### src/rtl/tx_cic_interp.sv
// Transmit-path I/Q CIC interpolator (3 stages, zero-stuff by RATE) with a run/drain FSM.
// Optional macro TX_CIC_HOLD_EN: an underflow slot repeats the last accepted sample instead of zero.
module tx_cic_interp #(
  parameter int unsigned RATE  = 8,
  parameter int unsigned IN_W  = 16,
  parameter int unsigned OUT_W = 18
) (
  input  logic             clk,
  input  logic             rst,
  input  logic             run,
  input  logic             in_valid,
  output logic             in_ready,
  input  logic [IN_W-1:0]  in_i,
  input  logic [IN_W-1:0]  in_q,
  output logic [OUT_W-1:0] out_i,
  output logic [OUT_W-1:0] out_q,
  output logic             active,
  output logic             underflow
);

  localparam int unsigned L         = $clog2(RATE);
  localparam int unsigned CW        = IN_W + 3;
  localparam int unsigned W         = IN_W + 3 * L;
  localparam int unsigned S         = 2 * L - (OUT_W - IN_W);
  localparam int unsigned DRAIN_LEN = 4 * RATE + 4;
  localparam int unsigned DW        = $clog2(DRAIN_LEN);
  localparam int unsigned HSH       = (S > 0) ? S - 1 : 0;

  localparam logic [L-1:0]          LAST  = L'(RATE - 1);
  localparam logic [DW-1:0]         DLAST = DW'(DRAIN_LEN - 1);
  localparam logic signed [W:0]     HALF  = (S > 0) ? ((W+1)'(1) << HSH) : '0;
  localparam logic signed [W:0]     OMAX  = (W+1)'((64'sd1 <<< (OUT_W - 1)) - 64'sd1);
  localparam logic signed [W:0]     OMIN  = ~OMAX;

`ifdef TX_CIC_HOLD_EN
  localparam bit HOLD_EN = 1'b1;
`else
  localparam bit HOLD_EN = 1'b0;
`endif

  typedef enum logic [1:0] {
    IDLE  = 2'd0,
    RUN   = 2'd1,
    DRAIN = 2'd2
  } state_e;

  state_e          state_q, state_d;
  logic [L-1:0]    cnt_q, cnt_d;
  logic [DW-1:0]   dcnt_q, dcnt_d;
  logic            underflow_q, underflow_d;
  logic            active_q;
  logic            slot_c, take_c, uflow_c, clr_c;

  // Phase/drain control; slot_c marks the low-rate update edge.
  always_comb begin
    state_d     = state_q;
    cnt_d       = cnt_q + L'(1);
    dcnt_d      = dcnt_q;
    underflow_d = underflow_q;
    slot_c      = 1'b0;
    take_c      = 1'b0;
    uflow_c     = 1'b0;
    clr_c       = 1'b0;
    unique case (state_q)
      IDLE: begin
        clr_c = 1'b1;
        cnt_d = '0;
        if (run) begin
          state_d     = RUN;
          underflow_d = 1'b0;
        end
      end
      RUN: begin
        slot_c = (cnt_q == LAST);
        if (!run) begin
          state_d = DRAIN;
          dcnt_d  = '0;
        end else if (slot_c) begin
          if (in_valid) begin
            take_c = 1'b1;
          end else begin
            uflow_c     = 1'b1;
            underflow_d = 1'b1;
          end
        end
      end
      DRAIN: begin
        slot_c = (cnt_q == LAST);
        dcnt_d = dcnt_q + DW'(1);
        if (dcnt_q == DLAST) begin
          state_d = IDLE;
          clr_c   = 1'b1;
          cnt_d   = '0;
        end
      end
      default: begin
        state_d = IDLE;
        clr_c   = 1'b1;
        cnt_d   = '0;
      end
    endcase
  end

  always_ff @(posedge clk or negedge rst) begin
    if (!rst) begin
      state_q     <= IDLE;
      cnt_q       <= '0;
      dcnt_q      <= '0;
      underflow_q <= 1'b0;
      active_q    <= 1'b0;
    end else begin
      state_q     <= state_d;
      cnt_q       <= cnt_d;
      dcnt_q      <= dcnt_d;
      underflow_q <= underflow_d;
      active_q    <= (state_d != IDLE);
    end
  end

  // The slot is refused combinationally the moment run drops.
  assign in_ready  = (state_q == RUN) && run && (cnt_q == LAST);
  assign active    = active_q;
  assign underflow = underflow_q;

  // Round half up, then clamp; only the rounding increment can exceed the range.
  function automatic logic [OUT_W-1:0] scale(input logic [W-1:0] acc);
    logic signed [W:0] t;
    logic [OUT_W-1:0]  r;
    t = ($signed({acc[W-1], acc}) + HALF) >>> S;
    if (t > OMAX) begin
      r = OMAX[OUT_W-1:0];
    end else if (t < OMIN) begin
      r = OMIN[OUT_W-1:0];
    end else begin
      r = t[OUT_W-1:0];
    end
    return r;
  endfunction

  logic [IN_W-1:0]  din      [2];
  logic [CW-1:0]    samp_c   [2];
  logic [CW-1:0]    c1_c     [2];
  logic [CW-1:0]    c2_c     [2];
  logic [CW-1:0]    d1_q     [2];
  logic [CW-1:0]    d1_d     [2];
  logic [CW-1:0]    d2_q     [2];
  logic [CW-1:0]    d2_d     [2];
  logic [CW-1:0]    d3_q     [2];
  logic [CW-1:0]    d3_d     [2];
  logic [CW-1:0]    comb_q   [2];
  logic [CW-1:0]    comb_d   [2];
  logic [IN_W-1:0]  hold_q   [2];
  logic [IN_W-1:0]  hold_d   [2];
  logic [W-1:0]     int1_q   [2];
  logic [W-1:0]     int1_d   [2];
  logic [W-1:0]     int2_q   [2];
  logic [W-1:0]     int2_d   [2];
  logic [W-1:0]     int3_q   [2];
  logic [W-1:0]     int3_d   [2];
  logic [OUT_W-1:0] dout_q   [2];
  logic [OUT_W-1:0] dout_d   [2];

  assign din[0] = in_i;
  assign din[1] = in_q;

  // Channel 0 is I, channel 1 is Q; both share the same control so they stay aligned.
  always_comb begin
    for (int c = 0; c < 2; c++) begin
      d1_d[c]   = d1_q[c];
      d2_d[c]   = d2_q[c];
      d3_d[c]   = d3_q[c];
      comb_d[c] = comb_q[c];
      hold_d[c] = hold_q[c];
      samp_c[c] = '0;
      if (take_c) begin
        samp_c[c] = CW'($signed(din[c]));
      end else if (uflow_c && HOLD_EN) begin
        samp_c[c] = CW'($signed(hold_q[c]));
      end
      c1_c[c] = samp_c[c] - d1_q[c];
      c2_c[c] = c1_c[c] - d2_q[c];
      if (slot_c) begin
        d1_d[c]   = samp_c[c];
        d2_d[c]   = c1_c[c];
        d3_d[c]   = c2_c[c];
        comb_d[c] = c2_c[c] - d3_q[c];
      end
      if (take_c) begin
        hold_d[c] = din[c];
      end
      // Zero-stuffing: the comb result enters only on the first high-rate phase.
      int1_d[c] = int1_q[c] + ((cnt_q == '0) ? W'($signed(comb_q[c])) : '0);
      int2_d[c] = int2_q[c] + int1_q[c];
      int3_d[c] = int3_q[c] + int2_q[c];
      dout_d[c] = scale(int3_q[c]);
      if (clr_c) begin
        d1_d[c]   = '0;
        d2_d[c]   = '0;
        d3_d[c]   = '0;
        comb_d[c] = '0;
        hold_d[c] = '0;
        int1_d[c] = '0;
        int2_d[c] = '0;
        int3_d[c] = '0;
        dout_d[c] = '0;
      end
    end
  end

  always_ff @(posedge clk or negedge rst) begin
    if (!rst) begin
      for (int c = 0; c < 2; c++) begin
        d1_q[c]   <= '0;
        d2_q[c]   <= '0;
        d3_q[c]   <= '0;
        comb_q[c] <= '0;
        hold_q[c] <= '0;
        int1_q[c] <= '0;
        int2_q[c] <= '0;
        int3_q[c] <= '0;
        dout_q[c] <= '0;
      end
    end else begin
      for (int c = 0; c < 2; c++) begin
        d1_q[c]   <= d1_d[c];
        d2_q[c]   <= d2_d[c];
        d3_q[c]   <= d3_d[c];
        comb_q[c] <= comb_d[c];
        hold_q[c] <= hold_d[c];
        int1_q[c] <= int1_d[c];
        int2_q[c] <= int2_d[c];
        int3_q[c] <= int3_d[c];
        dout_q[c] <= dout_d[c];
      end
    end
  end

  assign out_i = dout_q[0];
  assign out_q = dout_q[1];

endmodule

### config.mk
export PLATFORM = sky130hd
export DESIGN_NAME = tx_cic_interp
export DESIGN_NICKNAME = d
export VERILOG_FILES = /design/src/rtl/tx_cic_interp.sv
export SDC_FILE = /design/constraint.sdc
export NUM_CORES = 1
export LEC_CHECK = 0
export ABC_AREA = 1
export ABC_CLOCK_PERIOD_IN_PS = 6350
export CAP_MARGIN = 20
export CELL_PAD_IN_SITES_DETAIL_PLACEMENT = 1
export CELL_PAD_IN_SITES_GLOBAL_PLACEMENT = 1
export CORE_UTILIZATION = 47
export DETAILED_ROUTE_END_ITERATION = 7
export GPL_TIMING_DRIVEN = 0
export PLACE_DENSITY = 0.85
export SETUP_SLACK_MARGIN = 0.4
export SYNTH_ARGS = -nofsm -noshare
export SYNTH_HDL_FRONTEND = slang
export SYNTH_SLANG_ARGS = --single-unit
### constraint.sdc
create_clock -name clk -period 6.35 [get_ports clk]
set_input_delay 1.27 -clock clk [delete_from_list [all_inputs] [get_ports clk]]
set_output_delay 1.27 -clock clk [all_outputs]
set_load 0.01 [all_outputs]
## Word level (Yosys, flattened, before mapping)

Cells that the tools add are included.

- Bits in registers: 351
- Logic and storage cells: 113

- Add/subtract/negate cells: 16
- Magnitude comparators: 4
- Equal/unequal tests: 9
- Muxes and demuxes: 52
- Reduce and logical (&&, ||, !) cells: 11

Operators with widths:

| cell | count |
|---|---|
| $mux W19 | 18 |
| $mux W25 | 8 |
| $add A25 B25 Y25 | 6 |
| $sub A19 B19 Y19 | 6 |
| $mux W18 | 6 |
| $add A25 B5 Y26 const B | 2 |
| $gt A22 B18 Y1 const B | 2 |
| $lt A22 B18 Y1 const B | 2 |
| $pmux W6 S2 | 1 |
| $mux W1 | 10 |
| $ne A2 B2 Y1 const B | 5 |
| $reduce_bool A2 Y1 | 4 |
| $add A6 B1 Y6 const B | 1 |
| $eq A6 B6 Y1 const B | 1 |
| $mux W2 | 3 |
| $mux W6 | 1 |
| $pmux W2 S3 | 1 |
| $pmux W3 S2 | 1 |
| $reduce_and A5 Y1 | 1 |
| $pmux W1 S2 | 2 |
| $add A3 B1 Y3 const B | 1 |
| $eq A3 B3 Y1 const B | 1 |
| $logic_not A3 Y1 | 1 |
| $mux W3 | 1 |
| other kinds (6) | 7 |

## Logic depth before layout (Yosys ltp)

Gate-level depths: netlist (run 1).

- Depth after elaboration: 10
- Mapped depth: 37
- Gate-level depth less buffers: 36

## Worst setup path before layout (run 1)

OpenSTA, ideal clock, no wires.

- Path type: input-to-reg
- Start: input port run
- End: register comb_q[16] (netlist name)
- Arrival: 5.795 ns
- Data required time: 6.220 ns
- Setup slack: 0.425 ns
- Cell stages on the path: 33
- Cells stage by stage: nand2_1 > nor2_1 > nand2_1 > inv_1 > clkbuf_1 > nand2_1 > inv_1 > ha_1 > a21oi_1 > nand2_1 > nand2_1 > nand2_1 > o21ai_1 > o21ai_1 > a21boi_1 > xnor2_1 > ha_1 > nand2_1 > nor2_1 > nor3b_1 > a21oi_1 > o21ai_1 > xor2_1 > ha_1 > nand2_1 > nor2_1 > nand2_1 > o21ai_0 > nand3_1 > nand2_1 > a21oi_1 > o21ai_0 > o21ai_0

- Longest elaborated chain between the ends: 8

RTL lines:

| item | RTL line | RTL |
|---|---|---|
| from (decl) | 10 | `input logic run,` |
| $mux W1 | 75 | `if (!run) begin` |
| $mux W1 | 64 | `unique case (state_q)` |
| $mux W19 | 175 | `if (take_c) begin` |
| $sub A19 B19 Y19 | 180 | `c1_c[c] = samp_c[c] - d1_q[c];` |
| $sub A19 B19 Y19 | 181 | `c2_c[c] = c1_c[c] - d2_q[c];` |
| $sub A19 B19 Y19 | 186 | `comb_d[c] = c2_c[c] - d3_q[c];` |
| $mux W19 | 182 | `if (slot_c) begin` |
| $mux W19 | 196 | `if (clr_c) begin` |
| to (signal, indexed assignment) | 228 | `comb_q[c] <= comb_d[c];` |
| to (decl) | 150 | `logic [CW-1:0] comb_q [2];` |

No other way between the ends. The select of a mux whose other input is x is not followed.
A chain may end at the register's enable or synchronous reset.

## Final worst setup path (run 1)

- Start: input port run
- End: register comb_q[18] (netlist name)

The elaborated chain is that of the path after synthesis.

==> results of run 1 <==
## kinds of logic (layout without fill, tap and decap cells)
family	Yosys count	in the layout	share of synthesized area (%)
AND/OR/NAND/NOR	1279	1279	21.3
AO/OA/AOI/OAI	835	835	17.8
adder cells (fa/ha/maj)	270	270	13.6
flip-flops	345	345	33.8
buffers and inverters	546	717	8.20
XOR/XNOR	152	152	5.22
## area by class of cell
| type | count | area [µm²] | area share [%] |
|---|---|---|---|
| plain buffers | 61 | 297 | 1.01 |
| clock buffers | 67 | 1300 | 4.43 |
| clock inverters | 8 | 120 | 0.410 |
| inverters | 485 | 1830 | 6.22 |
| multi-input cells | 2536 | 15300 | 52.2 |
| flip-flops and latches | 345 | 8630 | 29.4 |
| well taps | 696 | 871 | 2.97 |
| repair buffers | 96 | 968 | 3.30 |
## what timing repair did
action                                  CTS  global route
resized for setup                        59            85
buffers inserted                          8            11
pin swaps                                10            36
endpoints found under the setup margin   25            18
## metrics by stage
step | worst slack [ns] | setup TNS (ns)
floorplan | 0.425 | 0
global placement | -11.51 | -3967.51
detailed placement | -1.80 | -24.88
CTS | 0.403 | 0
global route | 0.322 | 0
finish | 0.622 | 0
## flip-flops by register name (all words and copies together), names as in the netlist, 32 cells and up
signal and cells:
d2_q 38, int3_q 50, d1_q 32, comb_q 38, int1_q 50, d3_q 38, int2_q 50
## layout by cell type, fill, tap and decap left out, types with 26 or more instances in the layout
master	count
nand4_1	42
dfrtp_1	345
o21ai_0	266
nor2_1	282
a21oi_1	331
inv_1	473
xnor2_1	44
ha_1	241
clkbuf_16	45
o21bai_1	26
clkdlybuf4s50_1	71
clkbuf_1	48
o21ai_1	31
xor2_1	99
nand3_1	160
o22ai_1	73
nand2_1	659
nor3_1	36
## metal layers
layer	global-route usage [%]	vias to the layer above	share of wire [%]
met1	33.0	11800	42
li1	-	11700	-
met5	0	-	0
met3	2.82	171	2.4
met4	10.6	0	3.5
met2	55.5	355	52
## power by group
part | internal (µW) | switching [µW] | leakage [µW] | total (µW)
sequential | 2220 | 11.6 | 0.00482 | 2230
clock | 1520 | 993 | 0.000689 | 2510
combinational | 166 | 733 | 0.00984 | 899
## worst max path at each step
| stage | startpoint | end | slack, ns | depth (start not counted) |
|---|---|---|---|---|
| 3_3_place_gp | rst | d1_q[32]$_DFFE_PN0P_ | -11.51 | 1 |
| 4_1_cts | in_valid | comb_q[35]$_DFFE_PN0P_ | 0.40 | 32 |
| 3_5_place_dp | run | comb_q[16]$_DFFE_PN0P_ | -1.80 | 34 |
| 6_report | run | comb_q[18]$_DFFE_PN0P_ | 0.62 | 33 |
| 2_1_floorplan | run | comb_q[16]$_DFFE_PN0P_ | 0.42 | 33 |
| 5_1_grt | cnt_q[0]$_DFF_PN0_ | comb_q[35]$_DFFE_PN0P_ | 0.32 | 33 |
## worst max-delay path: cells and delay by family
kind / cells / cell delay, ns
AOI/OAI and AO/OA: 4 / 0.75
xor gates and xnor gates: 2 / 0.28
adders and majority gates: 4 / 1.08
buffers and inverters: 5 / 0.55
and+or+nand+nor: 18 / 2.24
==> results.cfg, run 1 <==
[status]
status = complete, no violations

[clock_network]
cts_buffers = 43
clock_path_buffers = 3
worstSkewPairLatency_ns = 0.58
tritoncts = built
path_clk_slew_ns = 0.06
htree_levels = 2
ctsRootBufferMaster = clkbuf_16
cts.sinks = 345
holdBufCountCts = 0

[placed_design]
gp_congestion = 0.909
postPlaceCellArea_um2 = 27200
placedCellCount = 4200
port_buffers = 74
dp_hpwl_mm = 61.9

[sta]
fin_skew_ns = 0.0155
max_freq_mhz = 175
tightest_slew_ns = 1.15
finalSetupViolCount = 0
final_hold_viol_count = 0
rsz0062_at_grt = false
fin_crit_ns = 5.73
fin_crit_sh_pct = 90.2
slew_viol_final = 0
maxSlewHeadroom_pct = 22.8
hold_slack_ns = 0.468

[grt]
grt_pass1_wl_mm = 131
grt_pass1_vias = 26300
grt_max_degree = 117
grt-ovfl-total = 0
grt_antenna_before_repair = 0
grt_util_all_layers_pct = 29.0

[worst_setup_path]
crit_fanout = 5
cpPeakStageDelay_ns = 0.35
cp.arrival_ns = 6.20
slowest_stage = ha_1
start_kind = primary input
rr_worst_depth = 35
crit_path_frequent_cell = nand2_1
r2r_end = comb_q[18]$_DFFE_PN0P_
crit_required_ns = 6.82
end_kind = register
timing_worst_setup_path_type = in2reg
r2r-start = cnt_q[0]$_DFF_PN0_
rrSetupSlack_ns = 0.69

[cells_and_area]
antenna_cells = 0
utilization_pct = 54.6
nets = 3874
drive_gt1_share_pct = 6.56
stdcell_area_um2 = 29300
area_growth_pct = 14.9
n_fill_cell = 6704
finalNonFillerCells = 4294

[floorplanning]
start_util_pct = 47.5
coreArea_um2 = 53700
ios = 75
die_x_um = 235
num_rows = 85
die_area_um2 = 55200
die_h_um = 235

[logic_synthesis]
synthesis.area_um2 = 25500
postSynthNetCount = 3733
synthFlopType = dfrtp_1
ys_ff_latch = 345
async_flop_share_pct = 100
ys_warn_count = 0
synthTopCellsByCount = nand2_1, inv_1, a21oi_1
synth_top_area_share_pct = 33.8
synth-edff-count = 0
synth_top_cell_by_area = dfrtp_1
syn_inst = 3427
yosysSeqAreaShare_pct = 33.8
yosysMostFrequentCell = nand2_1
synth_area_per_cell_um2 = 7.45
synthTopCellsByArea = dfrtp_1, ha_1, nand2_1
synth.distinct_cells = 49

[route]
drcViolationCount = 0
wl_per_cell_um = 18.6
first_iter_violations = 956
firstDrtPassIters = 5
ant_nets = 0
num_vias = 24000
via_per_inst = 5.60
wirelength_mm = 79.9

[min_path]
min_delay_worst_endpoint = cnt_q[0]$_DFF_PN0_
hold_class = reg2reg
whs_path_depth = 1
hp-start = cnt_q[0]$_DFF_PN0_

[pwr]
power_density_nw_per_um2 = 192
finalPower_uw = 5640
leakagePower_uw = 0.0153
max-vdd-ir-drop_mv = 0.217

[flow_run]
maxCapViolCount = 0
Note: power is estimated with default switching activity, not from simulation.
==> run 2: changes to the inputs <==
Settings changed: PLACE_DENSITY 0.85 to unset, PLACE_DENSITY_LB_ADDON set to 0.15.
==> run 2 against run 1 <==
Against the previous run: total power increased by 2.7%; clock skew about the same; final area increased by 1.9%; worst setup slack got worse by 0.21 ns; clock-buffer cell count decreased by 6; critical path depth decreased by 2; non-clock buffer count increased by 12.
==> results.cfg, run 2 (synthesized netlist as in run 1, its figures left out) <==
[clock_network]
cts.sinks = 345
holdBufCountCts = 0
tritoncts = built
clock_path_buffers = 3
htree_levels = 2
worstSkewPairLatency_ns = 0.58
path_clk_slew_ns = 0.05
cts_buffers = 44
ctsRootBufferMaster = clkbuf_16

[grt]
grt-ovfl-total = 0
grt_pass1_wl_mm = 132
grt_util_all_layers_pct = 29.1
grt_antenna_before_repair = 0
grt_max_degree = 97
grt_pass1_vias = 26200

[sta]
max_freq_mhz = 168
fin_crit_ns = 5.94
slew_viol_final = 0
final_hold_viol_count = 0
finalSetupViolCount = 0
fin_skew_ns = 0.0153
tightest_slew_ns = 1.05
fin_tns_setup_ns = 0
rsz0062_at_grt = true
setup_ws_ns = 0.411
maxSlewHeadroom_pct = 29.8
fin_crit_sh_pct = 93.5

[worst_setup_path]
cp.arrival_ns = 6.40
rr_worst_depth = 34
crit_required_ns = 6.81
rrSetupSlack_ns = 0.53
r2r_end = comb_q[18]$_DFFE_PN0P_
timing_worst_setup_path_type = in2reg
crit_fanout = 10
r2r-start = cnt_q[0]$_DFF_PN0_
path_delay_family = simple AND/OR/NAND/NOR gates
end_kind = register
cpPeakStageDelay_ns = 0.44
start_kind = primary input
crit_path_start = in_valid
slowest_stage = clkdlybuf4s50_1
critPathBufInv = 6
crit_path_frequent_cell = nand2_1

[cells_and_area]
final_common_cell = nand2_1
n_fill_cell = 6706
largestRegisters = int1_q x50, int2_q x50, int3_q x50
finalNonFillerCells = 4311
mostFrequentLayoutCells = nand2_1, inv_1, dfrtp_1
antenna_cells = 0
nets = 3887
area_growth_pct = 17.1
drive_gt1_share_pct = 8.88

[pwr]
netSwitchingFraction_pct = 30.9
power_frac_clock_pct = 45.9
intPower_uw = 4000
finalPower_uw = 5790
max-vdd-ir-drop_mv = 0.223
pwr-share-seq_pct = 38.5
power_density_nw_per_um2 = 194
leakagePower_uw = 0.0155
combPwrFrac_pct = 15.6
p_sw_uw = 1790

[floorplanning]
start_util_pct = 47.5
die_area_um2 = 55200
coreArea_um2 = 53700
die_h_um = 235
ios = 75
die_x_um = 235
num_rows = 85

[route]
num_vias = 24200
drcViolationCount = 0
via_per_inst = 5.61
wl_per_cell_um = 19.0
first_iter_violations = 920
ant_nets = 0
wirelength_mm = 81.7
firstDrtPassIters = 5

[status]
status = complete, no violations

[flow_run]
maxCapViolCount = 0

[min_path]
hp-start = cnt_q[0]$_DFF_PN0_
min_delay_worst_endpoint = cnt_q[0]$_DFF_PN0_
hold_class = reg2reg
whs_path_depth = 1

[placed_design]
place_ws_ns = -1.65
gp_congestion = 0.890
dp_hpwl_mm = 62.2
placedCellCount = 4200
port_buffers = 74
-- run 2: timing repair --
action | in CTS | in global routing
pin swaps | 14 | 55
endpoints found under the setup margin | 22 | 18
buffers inserted | 11 | 20
gates resized for setup | 64 | 154
-- run 2: worst max path at each step --
| stage | to | slack [ns] | cells after the start |
|---|---|---|---|
| after floorplan | comb_q[16]$_DFFE_PN0P_ | 0.42 | 33 |
| after global placement | d1_q[32]$_DFFE_PN0P_ | -11.61 | 1 |
| after detailed placement | comb_q[16]$_DFFE_PN0P_ | -1.65 | 34 |
| after CTS | comb_q[17]$_DFFE_PN0P_ | 0.40 | 35 |
| after global routing | comb_q[18]$_DFFE_PN0P_ | 0.17 | 31 |
| final | comb_q[18]$_DFFE_PN0P_ | 0.41 | 31 |
-- run 2: layout make-up --
cell class | count | area, µm² | area share [%]
clock inverters | 19 | 238 | 0.796
repair buffers | 108 | 1060 | 3.56
multi-input cells | 2536 | 15700 | 52.4
well taps | 696 | 871 | 2.91
inverters | 485 | 1830 | 6.11
plain buffers | 61 | 299 | 1.00
flip-flops and latches | 345 | 8630 | 28.9
clock buffers | 61 | 1290 | 4.30
-- run 2: worst register-to-register path, delay by kind of cell (launching register included) --
| family | cells | cell delay [ns] |
|---|---|---|
| simple gates | 16 | 1.93 |
| fa+ha+maj | 5 | 1.46 |
| compound gates | 5 | 0.84 |
| buf+inv | 6 | 0.67 |
| flops | 1 | 0.40 |
| xor+xnor | 2 | 0.40 |
-- run 2: power by group through the flow --
| stage | clock network [µW] | logic (µW) | registers (µW) |
|---|---|---|---|
| 3_5_place_dp | 0 | 907 | 2270 |
| 4_1_cts | 2710 | 914 | 2230 |
| 5_1_grt | 2800 | 978 | 2230 |
| 2_1_floorplan | 0 | 433 | 2270 |
| 3_3_place_gp | 0 | 873 | 2270 |
| 6_report | 2660 | 904 | 2230 |
-- run 2: per-layer routing --
layer / global-route usage, % / vias up / wire length [µm]
li1: - / 11800 / -
met1: 33.4 / 11900 / 33500
met2: 55.4 / 349 / 43400
met3: 3.44 / 164 / 2020
met4: 9.63 / 0 / 2740
met5: 0 / - / 0
-- run 2: per-stage QoR --
stage               hold WS [ns]  cell area [µm²]  util (%)
floorplan                  0.430            25500         -
global placement           0.455            27100      50.5
detailed placement         0.465            27200      50.7
CTS                        0.475            29100      54.1
global route               0.504            29900      55.6
finish                     0.473            29900      55.6
